## src/rtl/debug_pkg.sv

```systemverilog
// Shared state encoding, halt-cause codes and control-output payload
// for the hart run-control sequencer.
package debug_pkg;

    localparam int unsigned STATE_W = 3;
    localparam int unsigned CAUSE_W = 3;
    localparam int unsigned CNT_W   = 8;

    localparam logic [STATE_W-1:0] ST_RESET  = 3'd0;
    localparam logic [STATE_W-1:0] ST_RUN    = 3'd1;
    localparam logic [STATE_W-1:0] ST_DRAIN  = 3'd2;
    localparam logic [STATE_W-1:0] ST_HALTED = 3'd3;
    localparam logic [STATE_W-1:0] ST_RESUME = 3'd4;

    localparam logic [CAUSE_W-1:0] CAUSE_NONE      = 3'd0;
    localparam logic [CAUSE_W-1:0] CAUSE_EBREAK    = 3'd1;
    localparam logic [CAUSE_W-1:0] CAUSE_HALTREQ   = 3'd3;
    localparam logic [CAUSE_W-1:0] CAUSE_STEP      = 3'd4;
    localparam logic [CAUSE_W-1:0] CAUSE_RESETHALT = 3'd5;

    // Core-facing control and DM status flags, registered together
    typedef struct packed {
        logic core_reset;
        logic core_stall;
        logic core_redirect;
        logic halted;
        logic running;
    } ctrl_t;

    // Highest-priority halt cause among events coinciding in RUN
    function automatic logic [CAUSE_W-1:0] run_halt_cause(
        input logic haltreq,
        input logic ebreak,
        input logic step_retire
    );
        logic [CAUSE_W-1:0] cause;
        cause = CAUSE_NONE;
        if (haltreq) begin
            cause = CAUSE_HALTREQ;
        end else if (ebreak) begin
            cause = CAUSE_EBREAK;
        end else if (step_retire) begin
            cause = CAUSE_STEP;
        end
        return cause;
    endfunction

endpackage

```

## src/rtl/debug_hart_ctrl.sv

```systemverilog
// Run-control sequencer: turns DM haltreq/resumereq/hartreset into core
// reset/stall/redirect controls and reports halt/run/resume/reset status.
module debug_hart_ctrl
    import debug_pkg::*;
#(
    parameter int unsigned RESET_CYCLES = 4,
    parameter int unsigned XLEN         = 32
) (
    input  logic            CLK,
    input  logic            RST_N,
    input  logic            I_HALTREQ,
    input  logic            I_RESUMEREQ,
    input  logic            I_HARTRESET,
    input  logic            I_ACKHAVERESET,
    input  logic            I_RESETHALTREQ,
    input  logic            I_STEP,
    input  logic            I_EBREAK,
    input  logic            I_RETIRE,
    input  logic            I_CORE_IDLE,
    input  logic [XLEN-1:0] I_PC,
    output logic            O_CORE_RESET,
    output logic            O_CORE_STALL,
    output logic            O_CORE_REDIRECT,
    output logic [XLEN-1:0] O_DPC,
    output logic [2:0]      O_DCAUSE,
    output logic            O_HALTED,
    output logic            O_RUNNING,
    output logic            O_RESUMEACK,
    output logic            O_HAVERESET
);

    localparam logic [CNT_W-1:0] RST_CNT = CNT_W'(RESET_CYCLES);

    logic [STATE_W-1:0] r_state;
    logic [STATE_W-1:0] w_state_nxt;
    logic [CNT_W-1:0]   r_cnt;
    logic [CNT_W-1:0]   w_cnt_nxt;
    logic               r_step_active;
    logic               w_step_nxt;
    logic [XLEN-1:0]    r_dpc;
    logic [XLEN-1:0]    w_dpc_nxt;
    logic [CAUSE_W-1:0] r_dcause;
    logic [CAUSE_W-1:0] w_dcause_nxt;
    logic [CAUSE_W-1:0] w_run_cause;
    logic               r_resumeack;
    logic               w_resumeack_nxt;
    logic               r_havereset;
    logic               w_havereset_nxt;
    ctrl_t              r_ctrl;
    ctrl_t              w_ctrl_nxt;

    assign w_run_cause = run_halt_cause(I_HALTREQ, I_EBREAK, r_step_active & I_RETIRE);

    // State and registered outputs
    always_ff @(posedge CLK) begin
        if (!RST_N) begin
            r_state       <= ST_RESET;
            r_cnt         <= RST_CNT;
            r_step_active <= 1'b0;
            r_dpc         <= '0;
            r_dcause      <= CAUSE_NONE;
            r_resumeack   <= 1'b0;
            r_havereset   <= 1'b1;
            r_ctrl        <= '{core_reset: 1'b1, core_stall: 1'b0, core_redirect: 1'b0,
                               halted: 1'b0, running: 1'b0};
        end else begin
            r_state       <= w_state_nxt;
            r_cnt         <= w_cnt_nxt;
            r_step_active <= w_step_nxt;
            r_dpc         <= w_dpc_nxt;
            r_dcause      <= w_dcause_nxt;
            r_resumeack   <= w_resumeack_nxt;
            r_havereset   <= w_havereset_nxt;
            r_ctrl        <= w_ctrl_nxt;
        end
    end

    // Next state, captured debug state and output decode
    always_comb begin
        w_state_nxt     = r_state;
        w_cnt_nxt       = r_cnt;
        w_step_nxt      = r_step_active;
        w_dpc_nxt       = r_dpc;
        w_dcause_nxt    = r_dcause;
        w_resumeack_nxt = r_resumeack;
        w_havereset_nxt = r_havereset & ~I_ACKHAVERESET;
        w_ctrl_nxt      = '0;

        case (r_state)
            ST_RESET: begin
                w_cnt_nxt = r_cnt - CNT_W'(1);
                if (r_cnt <= CNT_W'(1)) begin
                    w_cnt_nxt = '0;
                    if (I_RESETHALTREQ) begin
                        w_state_nxt  = ST_DRAIN;
                        w_dcause_nxt = CAUSE_RESETHALT;
                    end else begin
                        w_state_nxt  = ST_RUN;
                    end
                end
            end
            ST_RUN: begin
                if (w_run_cause != CAUSE_NONE) begin
                    w_state_nxt  = ST_DRAIN;
                    w_dcause_nxt = w_run_cause;
                end
            end
            ST_DRAIN: begin
                if (I_CORE_IDLE) begin
                    w_dpc_nxt   = I_PC;
                    w_step_nxt  = 1'b0;
                    w_state_nxt = ST_HALTED;
                end
            end
            ST_HALTED: begin
                // Resume is only accepted once halted has been reported to the DM
                if (r_ctrl.halted && !I_HALTREQ && I_RESUMEREQ) begin
                    w_resumeack_nxt = 1'b0;
                    w_step_nxt      = I_STEP;
                    w_state_nxt     = ST_RESUME;
                end
            end
            ST_RESUME: begin
                w_resumeack_nxt = 1'b1;
                w_state_nxt     = ST_RUN;
            end
            default: begin
                w_state_nxt = ST_RESET;
                w_cnt_nxt   = RST_CNT;
            end
        endcase

        // Hart reset overrides everything and restores the power-on debug state
        if (I_HARTRESET) begin
            w_state_nxt     = ST_RESET;
            w_cnt_nxt       = RST_CNT;
            w_step_nxt      = 1'b0;
            w_dpc_nxt       = '0;
            w_dcause_nxt    = CAUSE_NONE;
            w_resumeack_nxt = 1'b0;
            w_havereset_nxt = 1'b1;
        end

        w_ctrl_nxt.core_reset    = (w_state_nxt == ST_RESET);
        w_ctrl_nxt.core_stall    = (w_state_nxt == ST_DRAIN) || (w_state_nxt == ST_HALTED);
        w_ctrl_nxt.core_redirect = (w_state_nxt == ST_RESUME);
        w_ctrl_nxt.running       = (w_state_nxt == ST_RUN);
        w_ctrl_nxt.halted        = (w_state_nxt == ST_HALTED) && (r_state == ST_HALTED);
    end

    assign O_CORE_RESET    = r_ctrl.core_reset;
    assign O_CORE_STALL    = r_ctrl.core_stall;
    assign O_CORE_REDIRECT = r_ctrl.core_redirect;
    assign O_HALTED        = r_ctrl.halted;
    assign O_RUNNING       = r_ctrl.running;
    assign O_DPC           = r_dpc;
    assign O_DCAUSE        = r_dcause;
    assign O_RESUMEACK     = r_resumeack;
    assign O_HAVERESET     = r_havereset;

endmodule

```

## config.mk

```make
export PLATFORM = sky130hd
export DESIGN_NAME = debug_hart_ctrl
export DESIGN_NICKNAME = d
export VERILOG_FILES = /design/src/rtl/debug_pkg.sv /design/src/rtl/debug_hart_ctrl.sv
export SDC_FILE = /design/constraint.sdc
export NUM_CORES = 1
export LEC_CHECK = 0
export CORE_ASPECT_RATIO = 1.1
export CORE_MARGIN = 2
export CORE_UTILIZATION = 40
export CTS_BUF_LIST = sky130_fd_sc_hd__clkbuf_16
export CTS_CLUSTER_SIZE = 12
export DETAILED_ROUTE_END_ITERATION = 12
export PLACE_DENSITY = 0.74
export SLEW_MARGIN = 0
export SYNTH_ARGS = -nofsm -noshare
export SYNTH_HDL_FRONTEND = slang
export SYNTH_SLANG_ARGS = --single-unit
export TNS_END_PERCENT = 20
```

## constraint.sdc

```tcl
create_clock -name CLK -period 4.7 [get_ports CLK]
set_input_delay 0.94 -clock CLK [delete_from_list [all_inputs] [get_ports CLK]]
set_output_delay 0.94 -clock CLK [all_outputs]
set_load 0.02 [all_outputs]
```

==> flow_metrics.env <==
export IMPL_initial_core_util_pct=41.3
export IMPL_syn_to_final_growth_pct=47.1
export IMPL_drc=0
export IMPL_placed_area_um2=3090
export IMPL_synth_avg_cell_area_um2=8.38
export IMPL_fmax_mhz=368
export IMPL_synth_top_cell_by_area="dfxtp_1"
export IMPL_grt_max_degree=48
export IMPL_ys_seq_elements=54
export IMPL_cts_tree="built"
export IMPL_synth_ff_type="dfxtp_1"
export IMPL_num_nets_final=388
export IMPL_synth_top_area_share_pct=48.5
export IMPL_yosys_top_cells_area="dfxtp_1, nand2_1, a21oi_1"
export IMPL_gr_usage_all_layers_pct=18.3
export IMPL_start_kind="input port"
export IMPL_min_delay_path_depth=2
export IMPL_cts_buffer_depth=2
export IMPL_period_needed_ns=2.72
export IMPL_insertion_delay_ns=0.29
export IMPL_critPathRequiredTime_ns=4.89
export IMPL_grt_overflow_total=0
export IMPL_grt_pass1_wl_um=8780
export IMPL_ys_async_sr_fraction_pct=0
export IMPL_vias=2098
export IMPL_via_per_inst=5.01
export IMPL_synth_cell_types=43
export IMPL_r2r_start="r_state[0]"
export IMPL_critPathCaptureType="register"
export IMPL_io_pins=85
export IMPL_path_cells="clkdlybuf4s50_1 -> or2b_2 -> a2111o_1 -> a2111oi_2"
export IMPL_synth_area_um2=2230
export IMPL_netlist_instances=266
export IMPL_crit_family="compound AO/OA/AOI/OAI gates"
export IMPL_crit_arrival_ns=2.91
export IMPL_hold_class="register to register"
export IMPL_first_iter_violations=164
export IMPL_cp_num_buf_inv=1
export IMPL_first_pass_iters=4
export IMPL_netlist_top_cells_count="nand2_1, dfxtp_1, a21oi_1"
export IMPL_clk_pin_slew_worst_paths_ns=0.07
export IMPL_crit_path_top_delay_cell="or2b_2"
export IMPL_fin_area_um2=3280
export IMPL_chipHeight_um=82.3
export IMPL_tightest_slew_ns=0.860
export IMPL_layout_cells_non_filler=419
export IMPL_ant_nets=0
export IMPL_path_depth=4
export IMPL_antenna_found_initial=0
export IMPL_cpPeakStageDelay_ns=0.62
export IMPL_status="finished clean"
export IMPL_core_um2=5400
export IMPL_startpoint="RST_N"
export IMPL_drv_slew=0
export IMPL_drive_above_1_share_pct=5.23
export IMPL_ys_seq_area_share_pct=48.5
export IMPL_fin_skew_ns=0.00665
export IMPL_post_cts_buffers=0
export IMPL_setup_violations=0
export IMPL_p_leak_uw=0.00108
export IMPL_worstHoldStart="O_DPC[28]"
export IMPL_maxCapViolCount=0
export IMPL_synth_edf_count=0
export IMPL_cts_repair_resized=0
export IMPL_synth_nets=311
export IMPL_ir_drop_mv=0.243
export IMPL_io_buffers=84
export IMPL_finalHoldViolations=0
export IMPL_rsz0062_at_grt="no"
export IMPL_rr_worst_depth=4
export IMPL_place_inst=411
export IMPL_pre_cts_slack_ns=1.69
export IMPL_die_w_um=75.2
export IMPL_yosys_warnings=0
export IMPL_finalSetupTns_ns=0
export IMPL_dieArea_um2=6190
export IMPL_cts_sink_count=54
export IMPL_power_uw=1030
export IMPL_crit_type="input port to register"
export IMPL_synth_most_common_cell="nand2_1"
export IMPL_wl_um=5490
export IMPL_whs_endpoint="O_DPC[28]"
export IMPL_r2r_setup_slack_ns=2.73
export IMPL_fin_ws_ns=1.98
export IMPL_powerDensity_nw_per_um2=314
export IMPL_cts_buffers=5
export IMPL_wire_per_inst_um=13.1
export IMPL_clockRootBuffer="clkbuf_16"
export IMPL_h_tree_depth=2
export IMPL_ctsHoldBuffers=0
export IMPL_period_share_pct=57.8
export IMPL_path_max_fanout=47
export IMPL_r2r_end="r_cnt[7]"
export IMPL_max_slew_margin_pct=42.6
export IMPL_rows=28
export IMPL_diodes=0
export IMPL_dpl_hpwl_um=3840
export IMPL_routabilityCongestion=0.855
export IMPL_grt_pass1_vias=1936
## area by class of cell
type / instances / area (µm²)
Clock buffer: 5 / 125
Inverter: 7 / 26.3
Timing Repair Buffer: 86 / 856
Multi-Input combinational cell: 189 / 1030
Clock inverter: 3 / 63.8
Fill cell: 496 / 2110
Sequential cell: 54 / 1080
Tap cell: 75 / 93.8
## tightest hold or removal path, stage by stage, from the launching register on
cell	delay [ns]
dfxtp_1	0.31
nand2_1	0.05
a21oi_1	0.05
## through the flow
| stage | util [%] | hold WS (ns) |
|---|---|---|
| floorplan | - | 0.446 |
| global route | 60.8 | 0.471 |
| global placement | 57.3 | 0.441 |
| detailed placement | 57.3 | 0.446 |
| CTS | 60.8 | 0.455 |
| finish | 60.8 | 0.453 |
## worst max-delay path by stage
stage	slack, ns	to
floorplan	2.53	O_HALTED
global placement	1.69	O_HALTED
detailed placement	1.69	O_HALTED
CTS	1.97	O_HALTED
global route	1.91	O_HALTED
finish	1.98	O_HALTED
## cells in the final DEF (no fill, tap or decap), drive strengths merged, types with 2 or more instances in the layout
cell / count
nand3b: 4
xor2: 3
clkbuf: 5
nor3b: 3
nand4b: 3
nor2: 14
a311oi: 3
ha: 2
o211ai: 3
nor3: 8
a31oi: 3
a211oi: 2
inv: 7
dfxtp: 54
a21oi: 40
nand2b: 2
buf: 2
o21ai: 9
nand2: 71
bufinv: 2
clkdlybuf4s50: 84
## power by group
group	switching [µW]	total (µW)	leakage, µW	internal [µW]
clock network	158	461	0.0000915	303
logic	41.5	95.3	0.000553	53.9
registers	8.74	473	0.000436	464
total	208	1030	0.00108	821
## routing by layer
metal	up-vias	routed length, µm	global-route usage (%)
met5	-	0	0
met4	0	40	4.91
met3	6	453	7.28
met2	73	2680	30.5
met1	953	2320	21.8
li1	1066	-	-
## sequential cells by signal, summed over array words and instances, names as in the netlist
signal,count
O_RUNNING,1
r_step_active,1
O_CORE_RESET,1
O_HAVERESET,1
O_DPC,32
O_CORE_REDIRECT,1
r_cnt,8
O_CORE_STALL,1
O_HALTED,1
O_RESUMEACK,1
r_state,3
O_DCAUSE,3
## kinds of logic (layout without fill, tap and decap cells)
family / after synthesis / count (layout) / share of synthesized area, %
adders and majority gates: 2 / 2 / 1.12
AOI/OAI and AO/OA: 68 / 68 / 18.4
xor gates and xnor gates: 3 / 3 / 1.18
buffers and inverters: 23 / 101 / 5.78
DFF: 54 / 54 / 48.5
and+or+nand+nor: 116 / 116 / 25.0
Note: power is estimated with default switching activity, not from simulation.
==> variant, RTL diff (same flow settings) <==
Set the parameter `XLEN` to 24 (it was 32).
--- a/src/rtl/debug_hart_ctrl.sv
+++ b/src/rtl/debug_hart_ctrl.sv
@@ -5,5 +5,5 @@
 #(
     parameter int unsigned RESET_CYCLES = 4,
-    parameter int unsigned XLEN         = 32
+    parameter int unsigned XLEN         = 24
 ) (
     input  logic            CLK,
Ports: changed (resized I_PC and O_DPC); port bits go from 85 to 69. No check against the original RTL was run, so the function may have changed too.
==> variant against the original RTL <==
Final area is 15% lower; area after synthesis decreased by 11%; clock skew fell by 0.0034 ns; sequential cell count shrank 8; routed wire length down 16%; final cell count shrank 16%; total power fell by 19%; worst setup slack gained 0.38 ns; highest routed layer unchanged.
==> variant: results (changes against the original RTL) <==
* Outcome: complete, no violations (unchanged)
* Largest register FFs at 24 (was 32)
* Hold Path End: O_DPC[22] (was O_DPC[28])
* Unique cell type count in the Yosys netlist at 44 (was 43)
* Post-DP Area at 2660 µm² (was 3090 µm²)
* Final Skew at 0.00329 ns (was 0.00665 ns)
* Share of cells above drive strength 1 at 0.0572 (was 0.0523)
* Number of global-route vias before repair at 1,719 (was 1,936)
* Crit path max-delay family: buffers and inverters (was compound AO/OA/AOI/OAI gates)
* CP max stage cell: nor3_1 (was or2b_2)
* Worst Setup SP: I_HARTRESET (was RST_N)
* Detailed Place HPWL at 3330 µm (was 3840 µm)
* Post-synthesis adder-cell area fraction at 0.0126 (was 0.0112)
* Peak VDD IR at 178 µV (was 243 µV)
* Routability cong. at 0.807 (was 0.855)
* Nets at 333 (was 388)
* Final Hold Slack at 0.452 ns (was 0.453 ns)
* Worst setup path endpoint: r_cnt[6] (was O_HALTED)
* Commonest cells in the netlist: nand2_1, dfxtp_1, a21oi_1, nand3_1, nor2_1 (was nand2_1, dfxtp_1, a21oi_1, nor2_1)
* Total GRT Usage at 0.170 (was 0.183)
* Sequential area share after synthesis at 0.463 (was 0.485)
* DR iter-0 viols at 116 (was 164)
* Routed WL at 4640 µm (was 5490 µm)
* Post-synthesis xor/xnor area fraction at 0 (was 0.0118)
* Port Buffer Count at 68 (was 84)
* Syn Area/Cell at 8.51 µm² (was 8.38 µm²)
* Synth area leaders: dfxtp_1, nand2_1, a21oi_1 (unchanged)
* Placed Cells at 345 (was 411)
* Global-route wire length before repair at 7700 µm (was 8780 µm)
* Leakage power at 0.959 nW (was 1.08 nW)
* R2r setup slk at 2.77 ns (was 2.73 ns)
* Largest net degree at the start of global routing at 38 (was 48)
* Max_slew headroom at 0.460 (was 0.426)
* Fillers at 446 (was 496)
* Vias at 1,865 (was 2,098)
* Mux contribution to synthesized area at 0.0101 (was 0)
* Hold_sp: O_DPC[22] (was O_DPC[28])
* Worst-case reg-to-reg path depth at 5 (was 4)
* CP max stage delay at 0.50 ns (was 0.62 ns)
* Syn nets at 271 (was 311)
* Pre-antenna DRT Iters at 5 (was 4)
## variant: logic make-up (layout without fill, tap and decap cells)
logic type / after synthesis / after routing
adders and majority gates: 2 / 2
and+or+nand+nor: 105 / 105
muxes: 2 / 2
AOI/OAI and AO/OA: 57 / 57
buffers and inverters: 22 / 85
DFF: 46 / 46
## variant: report_power, final
group	internal [W]	total [W]	switching, W
clock network	0.000195	0.000336	0.000141
registers	0.000397	0.000405	0.00000789
logic	0.0000494	0.0000952	0.0000458
## variant: worst register-to-register path, stage by stage, from the launching register on
cell,delay [ns]
dfxtp_1,0.40
inv_1,0.10
ha_1,0.32
o211ai_2,0.56
o21ai_1,0.22
o211a_1,0.24
## variant: area by class of cell
cell class | instances | area (µm²) | area share
Timing Repair Buffer | 70 | 696 | 0.248
Multi-Input combinational cell | 166 | 945 | 0.337
Clock buffer | 5 | 125 | 0.0447
Inverter | 7 | 26.3 | 0.00938
Tap cell | 56 | 70.1 | 0.0250
Clock inverter | 3 | 17.5 | 0.00626
Sequential cell | 46 | 921 | 0.329
## variant: through the flow
step / util / worst slack (ns) / total power [W]
2_1_floorplan: - / 2.84 / 0.000466
3_3_place_gp: 0.563 / 2.13 / 0.000507
3_5_place_dp: 0.563 / 2.06 / 0.000508
4_1_cts: 0.594 / 2.36 / 0.000845
5_1_grt: 0.594 / 2.21 / 0.000871
6_report: 0.594 / 2.37 / 0.000836
## variant: routing by layer
layer  track usage  up-vias  wire length (µm)
met1         0.202      869              2050
met4        0.0811        0                86
li1              -      944                 -
met5             0        -                 0
met2         0.288       45              2230
met3        0.0390        7               265
